`src/rtl/enc_pkg.sv`:
```
// Shared definitions for the 256-to-8 encoder stage and its event FIFO.
// Holds default sizes, occupancy state encodings and the count-width helper.
package enc_pkg;

    localparam int ENC_WIDTH  = 8;
    localparam int FIFO_DEPTH = 16;

    // Occupancy states of the event FIFO; kept as plain constants for legacy tools.
    localparam logic [1:0] OCC_EMPTY   = 2'd0;
    localparam logic [1:0] OCC_PARTIAL = 2'd1;
    localparam logic [1:0] OCC_FULL    = 2'd2;

    // A count must represent 0..depth inclusive, hence one bit above the pointer width.
    function automatic int count_width(input int depth);
        return $clog2(depth) + 1;
    endfunction

endpackage

```
`src/rtl/enc_edge_detect.sv`:
```
// Turns the encoder's level-valid output into single-cycle events: a new event
// whenever valid rises or the index changes while valid stays high.
module enc_edge_detect
    import enc_pkg::*;
#(
    parameter int WIDTH = ENC_WIDTH
) (
    input  logic             clk,
    input  logic             rst_n,
    input  logic [WIDTH-1:0] enc_in,
    input  logic             enc_valid,
    output logic             ev
);

    logic             prev_valid;
    logic [WIDTH-1:0] prev_idx;

    always_ff @(posedge clk or negedge rst_n) begin
        if (!rst_n) begin
            prev_valid <= 1'b0;
            prev_idx   <= '0;
        end else begin
            prev_valid <= enc_valid;
            prev_idx   <= enc_in;
        end
    end

    assign ev = enc_valid & (~prev_valid | (enc_in != prev_idx));

endmodule

```
`src/rtl/enc_event_fifo.sv`:
```
// Event FIFO behind the 256-to-8 encoder: stores each distinct encoder event
// and presents the oldest on a valid/ready read port; drops and flags on full.
module enc_event_fifo
    import enc_pkg::*;
#(
    parameter int WIDTH = ENC_WIDTH,
    parameter int DEPTH = FIFO_DEPTH
) (
    input  logic                          clk,
    input  logic                          rst_n,
    input  logic [WIDTH-1:0]              enc_in,
    input  logic                          enc_valid,
    output logic [WIDTH-1:0]              rd_data,
    output logic                          rd_valid,
    input  logic                          rd_ready,
    output logic [count_width(DEPTH)-1:0] count,
    output logic                          full,
    output logic                          overflow,
    input  logic                          clr_ovf
);

    localparam int PW = $clog2(DEPTH);
    localparam int CW = count_width(DEPTH);

    // Read handshake: an entry transfers on a rising clk edge where rd_valid and
    // rd_ready are both high; rd_valid never depends on rd_ready, and rd_data
    // holds steady while rd_valid is high and rd_ready is low.

    logic [WIDTH-1:0] mem [DEPTH];
    logic [PW-1:0]    wr_ptr;
    logic [PW-1:0]    rd_ptr;
    logic [1:0]       occ_state;
    logic             ev;
    logic             push;
    logic             pop;

    enc_edge_detect #(
        .WIDTH (WIDTH)
    ) u_edge (
        .clk       (clk),
        .rst_n     (rst_n),
        .enc_in    (enc_in),
        .enc_valid (enc_valid),
        .ev        (ev)
    );

    always_comb begin
        occ_state = OCC_PARTIAL;
        if (count == '0)
            occ_state = OCC_EMPTY;
        else if (count == CW'(DEPTH))
            occ_state = OCC_FULL;
    end

    assign rd_valid = (occ_state != OCC_EMPTY);
    assign full     = (occ_state == OCC_FULL);
    assign pop      = rd_valid & rd_ready;
    // A pop in the same cycle frees the slot, so a full FIFO can still accept.
    assign push     = ev & (~full | pop);
    assign rd_data  = mem[rd_ptr];

    // Storage is deliberately left out of reset.
    always_ff @(posedge clk) begin
        if (push)
            mem[wr_ptr] <= enc_in;
    end

    // Pointers wrap naturally because DEPTH is a power of two.
    always_ff @(posedge clk or negedge rst_n) begin
        if (!rst_n) begin
            wr_ptr <= '0;
            rd_ptr <= '0;
            count  <= '0;
        end else begin
            if (push)
                wr_ptr <= wr_ptr + PW'(1);
            if (pop)
                rd_ptr <= rd_ptr + PW'(1);
            if (push && !pop)
                count <= count + CW'(1);
            else if (pop && !push)
                count <= count - CW'(1);
        end
    end

    // Setting has priority over the clear so a drop is never lost.
    always_ff @(posedge clk or negedge rst_n) begin
        if (!rst_n)
            overflow <= 1'b0;
        else if (ev && full && !pop)
            overflow <= 1'b1;
        else if (clr_ovf)
            overflow <= 1'b0;
    end

endmodule

```
`config.mk`:
```
export PLATFORM = sky130hd
export DESIGN_NAME = enc_event_fifo
export DESIGN_NICKNAME = d
export VERILOG_FILES = /design/src/rtl/enc_pkg.sv /design/src/rtl/enc_edge_detect.sv /design/src/rtl/enc_event_fifo.sv
export SDC_FILE = /design/constraint.sdc
export NUM_CORES = 1
export LEC_CHECK = 0
export CORE_UTILIZATION = 54
export DETAILED_ROUTE_END_ITERATION = 8
export HOLD_SLACK_MARGIN = 0.05
export PLACE_DENSITY = 0.75
export SETUP_SLACK_MARGIN = 0.3
export SYNTH_ARGS = -nofsm -noshare
export SYNTH_HDL_FRONTEND = slang
export SYNTH_SLANG_ARGS = --single-unit
```
`constraint.sdc`:
```
create_clock -name clk -period 2.7 [get_ports clk]
set_clock_uncertainty 0.1 [all_clocks]
set_input_delay 0.405 -clock clk [delete_from_list [all_inputs] [get_ports clk]]
set_output_delay 0.405 -clock clk [all_outputs]
set_load 0.005 [all_outputs]
```
[Word level (Yosys, flattened, before mapping)]
Memory sizes are Yosys's and may differ from the RTL's.
Index checks and enable logic that the tools add are counted.
W data, S select, Z words.
Storage, ports and cells
  register bits: 23
  RAM bits: 128
  input port bits: 13
  word-level logic and storage cells: 39
  memories kept: 1
Operators by class
  $add $sub $neg: 4
  equality and inequality tests: 3
  muxes and demuxes: 8
  bitwise logic cells: 7
  reductions and logical operators: 10
Memory list
  mem: depth 16, bits a word 8, rd ports 1, clocked after Yosys merged registers in 0, write ports 1, RTL line enc_event_fifo.sv:29  | logic [WIDTH-1:0] mem [DEPTH];
Operators with widths (number)
  $mux W5: 2
  $add A4 B1 Y4 const B: 2
  $ne A8 B8 Y1: 1
  $reduce_bool A2 Y1: 3
  $add A5 B1 Y5 const B: 1
  $eq A5 B5 Y1 const B: 1
  $logic_not A5 Y1: 1
  $sub A5 B1 Y5 const B: 1
  $logic_and A1 B1 Y1: 4
  $mux W1: 4
  $mux W2: 2
  $and A1 B1 Y1: 3
  $eq A2 B2 Y1 const B: 1
  $logic_not A1 Y1: 2
  $not A1 Y1: 2
  $or A1 B1 Y1: 2

[Longest topological paths before layout]
  depth in word-level cells: 11
  gate-level depth with buffers: 11
  depth with buffers taken out: 11

[Modules after synthesis]
From an unflattened synthesis, not the netlist that was laid out.
Second synthesis, totals
  cell total of the unflattened synthesis: 356
  area total of the unflattened synthesis: 6149.6 sq um
By module, submodules not included
  enc_event_fifo: times used 1, cells an instance 335, area an instance 5830.6 sq um, seq. area each 4194.0 sq um
  enc_edge_detect: times used 1, cells an instance 21, area an instance 319.1 sq um, seq. area each 225.2 sq um

[Least setup slack after synthesis]
No wires, ideal clock.
  kind: flip-flop to flip-flop
  from: register count[0]
  to: register count[4]
  arrival time: 2.436 ns
  required time: 2.520 ns
  path slack: 0.085 ns
  stages on the path, launching flop included: 12
  path buffers: 0
  clock period less this slack: 2.615 ns
  cells stage by stage: dfrtp_1 > nor4_1 > nand2b_1 > and2_1 > inv_1 > ha_1 > inv_1 > ha_1 > a21o_1 > a21oi_1 > mux2i_1 > xnor2_1
Between the ends
  longest elaborated chain between the ends: 10
  elaborated cells between the ends (all ways): 19
  those cells by class: add/sub: 2; eq/ne: 2; mux: 4; bitwise: 4; reduce/logical: 7
Ends and longest elaborated chain
  from (decl): RTL line enc_event_fifo.sv:16  | output logic [count_width(DEPTH)-1:0] count,
  from (signal assigned): RTL line enc_event_fifo.sv:80  | count <= count + CW'(1);
  from (signal assigned): RTL line enc_event_fifo.sv:82  | count <= count - CW'(1);
  $eq A5 B5 Y1: RTL line enc_event_fifo.sv:51  | else if (count == CW'(DEPTH))
  $mux W2: RTL line enc_event_fifo.sv:51
  $mux W2 (*): RTL line enc_event_fifo.sv:49  | if (count == '0)
  $reduce_bool A2 Y1 (*): RTL line enc_event_fifo.sv:55  | assign rd_valid = (occ_state != OCC_EMPTY);
  via rd_valid: RTL line enc_event_fifo.sv:14  | output logic rd_valid,
  $and A1 B1 Y1 (*): RTL line enc_event_fifo.sv:57  | assign pop = rd_valid & rd_ready;
  $or A1 B1 Y1: RTL line enc_event_fifo.sv:59  | assign push = ev & (~full | pop);
  $and A1 B1 Y1: RTL line enc_event_fifo.sv:59
  $logic_not A1 Y1: RTL line enc_event_fifo.sv:81  | else if (pop && !push)
  $logic_and A1 B1 Y1: RTL line enc_event_fifo.sv:81
  $reduce_bool A2 Y1 (no source line)
Mark *: on every way through the listed nets, which the timed path passes. The rest lies on a longest branch. The select of a mux whose other input is x is not followed.
A chain may end at the register's enable or synchronous reset.

[Worst setup path in the final report]
  from: register rd_ptr[0]
  to: output port rd_data[3]
Between the ends
  longest elaborated chain between the ends: 1
Ends and longest elaborated chain
  from (decl): RTL line enc_event_fifo.sv:31  | logic [PW-1:0] rd_ptr;
  from (signal assigned): RTL line enc_event_fifo.sv:78  | rd_ptr <= rd_ptr + PW'(1);
  $mem_v2 Z16 W8
  to (decl): RTL line enc_event_fifo.sv:13  | output logic [WIDTH-1:0] rd_data,
No other way between the ends.

==> results.cfg <==
[status]
status = complete, but fails checks
violations = negative setup slack

[synthesis]
synth-main-ff-cell = edfxtp_1
ys_async_sr_fraction_pct = 15.2
synth-warning-count = 0
synth.distinct_cells = 34
synth_edf_count = 128
syn_inst = 293
yosysSeqAreaShare_pct = 71.4
synth.cell_area_mm2 = 0.00619
yosys.area.top_type_share_pct = 62.1
synth_nets = 317
synth_area_leaders = edfxtp_1 62%, mux4_1 13%, dfrtp_1 9.3%
ys_ff_latch = 151
yosys.area.top_type = edfxtp_1
synth.avg_cell_area_um2 = 21.1

[critical_path]
crit_chain = buf_6, buf_16, buf_6, mux4_2, mux4_2, buf_2
crit_required_ns = 2.19
startpoint_type = flop
rr_startpoint = u_edge.prev_idx[7]$_DFF_PN0_
cp.arrival_ns = 2.36
path_max_fanout = 8
cp_slowest_cell = mux4_2
crit_type = reg -> out
max_stage_delay_ns = 0.50
path_buf_inv = 4
cp_top_family = multiplexers
crit_start = rd_ptr[0]$_DFFE_PN0N_
cp-end-kind = output port

[final_layout]
syn_to_final_growth_pct = 25.8
final_net_count = 408
stdcell_area_mm2 = 0.00778
num-fill-cells = 647
final_layout_size_suffix_gt1_share_pct = 39.0
num_antenna_cells = 0
fin_util_pct = 70.9

[place]
post-dp-hpwl_mm = 7.29
gp_congestion = 0.791
io_buffers = 28
dpl_cell_area_mm2 = 0.00698

[drt]
first_pass_iters = 4
postRouteWirelength_mm = 13.2
drc = 0
drt_iter0_drc = 296
detail-route-antenna-nets = 0
vias = 3139
via_per_inst = 5.85
wl_per_cell_um = 24.6

[timing]
timing.final.ws_setup_ns = -0.161
whs_ns = 0.265
rsz0062_at_grt = yes
finalHoldViolCount = 0
relSlewSlack_pct = 63.7
setup_viol = 8
max_freq_mhz = 350
slew_viol_final = 0
min_period_ns = 2.86
worst_pin_slew_ns = 0.544
fin_crit_sh_pct = 106

[grt]
grt_first_pass_wirelength_mm = 19.7
grt_max_degree = 36
grtUsageTotal_pct = 24.4
grt_overflow = 0
grt_pass1_vias = 3293
antenna_found_initial = 0

[floorplanning]
fp.dieW_um = 109
io_pins = 29
die-area_mm2 = 0.0119
core_area_mm2 = 0.0110
die_h_um = 109
start_util_pct = 56.3
rows = 38

[power_and_ir_drop]
power_uw = 8260
p_leak_uw = 0.00283
power_density_mw_per_mm2 = 1060
peakVddDrop_uv = 578

[clock_tree]
clk_latency_ns = 0.41
cts_buffers = 17
cts.reportedPaths.clkPinSlew_ns = 0.06
clock_sinks = 151
hold_buffers = 0
htreeDepth = 4
cts_tree = yes
root_buffer = clkbuf_16
cts_max_path_buffers = 2

[hold_path]
hold_class = in -> async

[flow_run]
drv_cap = 0
power by group:
| part | leakage (uW) | internal (uW) | switching, uW |
|---|---|---|---|
| Combinational | 0.00112 | 1640 | 1230 |
| Clock | 0.000280 | 1400 | 926 |
| Sequential | 0.00143 | 2840 | 210 |
| Total | 0.00283 | 5890 | 2370 |
cell usage after synthesis, types with 2 or more instances:
master and count:
a21oi_1 2, dfrtp_1 23, and4_1 2, nor3b_1 2
nand4_1 2, nand2_1 8, nand3_1 3, clkbuf_1 6
edfxtp_1 128, and3_1 12, mux4_1 30, and4b_1 2
xnor2_1 13, inv_1 9, ha_1 10, o21ai_0 2
mux2i_1 2, and2_1 3, mux4_2 10, xor2_1 5
buf_6 3, nor2_1 4
through the flow:
step / setup slack (ns) / setup TNS [ns] / std cells
after floorplan: 0.252 / 0 / 293
after global placement: -0.160 / -0.556 / 489
after detailed placement: -0.319 / -5.20 / 489
after CTS: -0.164 / -0.994 / 536
after global routing: -0.222 / -1.48 / 537
final: -0.161 / -0.976 / 537
final timing paths:
kind / end / slack (ns) / cells after the start
max in group asynchronous: count[1]$_DFFE_PN0P_ / 1.98 / 2
worst max register to register: count[4]$_DFFE_PN0P_ / 0.16 / 11
min in group clk: u_edge.prev_idx[2]$_DFF_PN0_ / 0.31 / 2
worst max-delay path: rd_data[3] / -0.16 / 6
worst min register to register: wr_ptr[3]$_DFFE_PN0P_ / 0.41 / 1
worst min-delay path: rd_ptr[3]$_DFFE_PN0N_ / 0.27 / 2
cells by family (layout without fill, tap and decap cells):
kind of cell	Yosys count	count (layout)	synth area share, %
AOI/OAI and AO/OA	6	6	0.587
xor gates and xnor gates	18	18	2.55
muxes	43	43	16.9
buffers and inverters	20	124	1.76
and+or+nand+nor	44	44	4.43
adders and majority gates	11	11	2.35
DFF	151	151	71.4
sequential cells by signal, summed over array words and instances, names as in the netlist:
signal / cells
rd_ptr: 4
overflow: 1
count: 5
u_edge.prev_idx: 8
u_edge.prev_valid: 1
wr_ptr: 4
mem: 128
layout make-up:
type,count,area [um^2],area share [%]
well taps,140,175,2.25
repair buffers,83,866,11.1
multi-input cells,122,1690,21.7
flip-flops and latches,151,4420,56.8
clock buffers,20,447,5.74
clock inverters,12,143,1.83
inverters,9,38.8,0.498
repair_timing:
action,CTS,global route
endpoints found under the setup margin,11,20
pin swaps,12,16
resized for setup,83,15
setup buffers,11,1
cloned,4,0
routing by layer:
metal  part of all wire (%)  up-vias  global-route usage (%)
met3                    7.1       13                    5.68
li1                       -     1378                       -
met2                     53      132                    40.5
met5                      0        -                       0
met1                     38     1616                    32.3
met4                    1.4        0                    7.14
cell usage in the layout (no fill, tap or decap), drive strengths merged, types with 3 or more instances in the layout:
master         instances
edfxtp               128
ha                    10
buf                   64
nand3                  3
clkdlybuf4s50         13
nand2                  8
and2                   3
clkbuf                20
dfrtp                 23
inv                   13
nor2                   4
mux4                  40
and3                  12
clkinv                 3
xor2                   5
dlygate4sd2            4
clkinvlp               3
xnor2                 13
No activity file was read; power rests on OpenSTA's default activity.
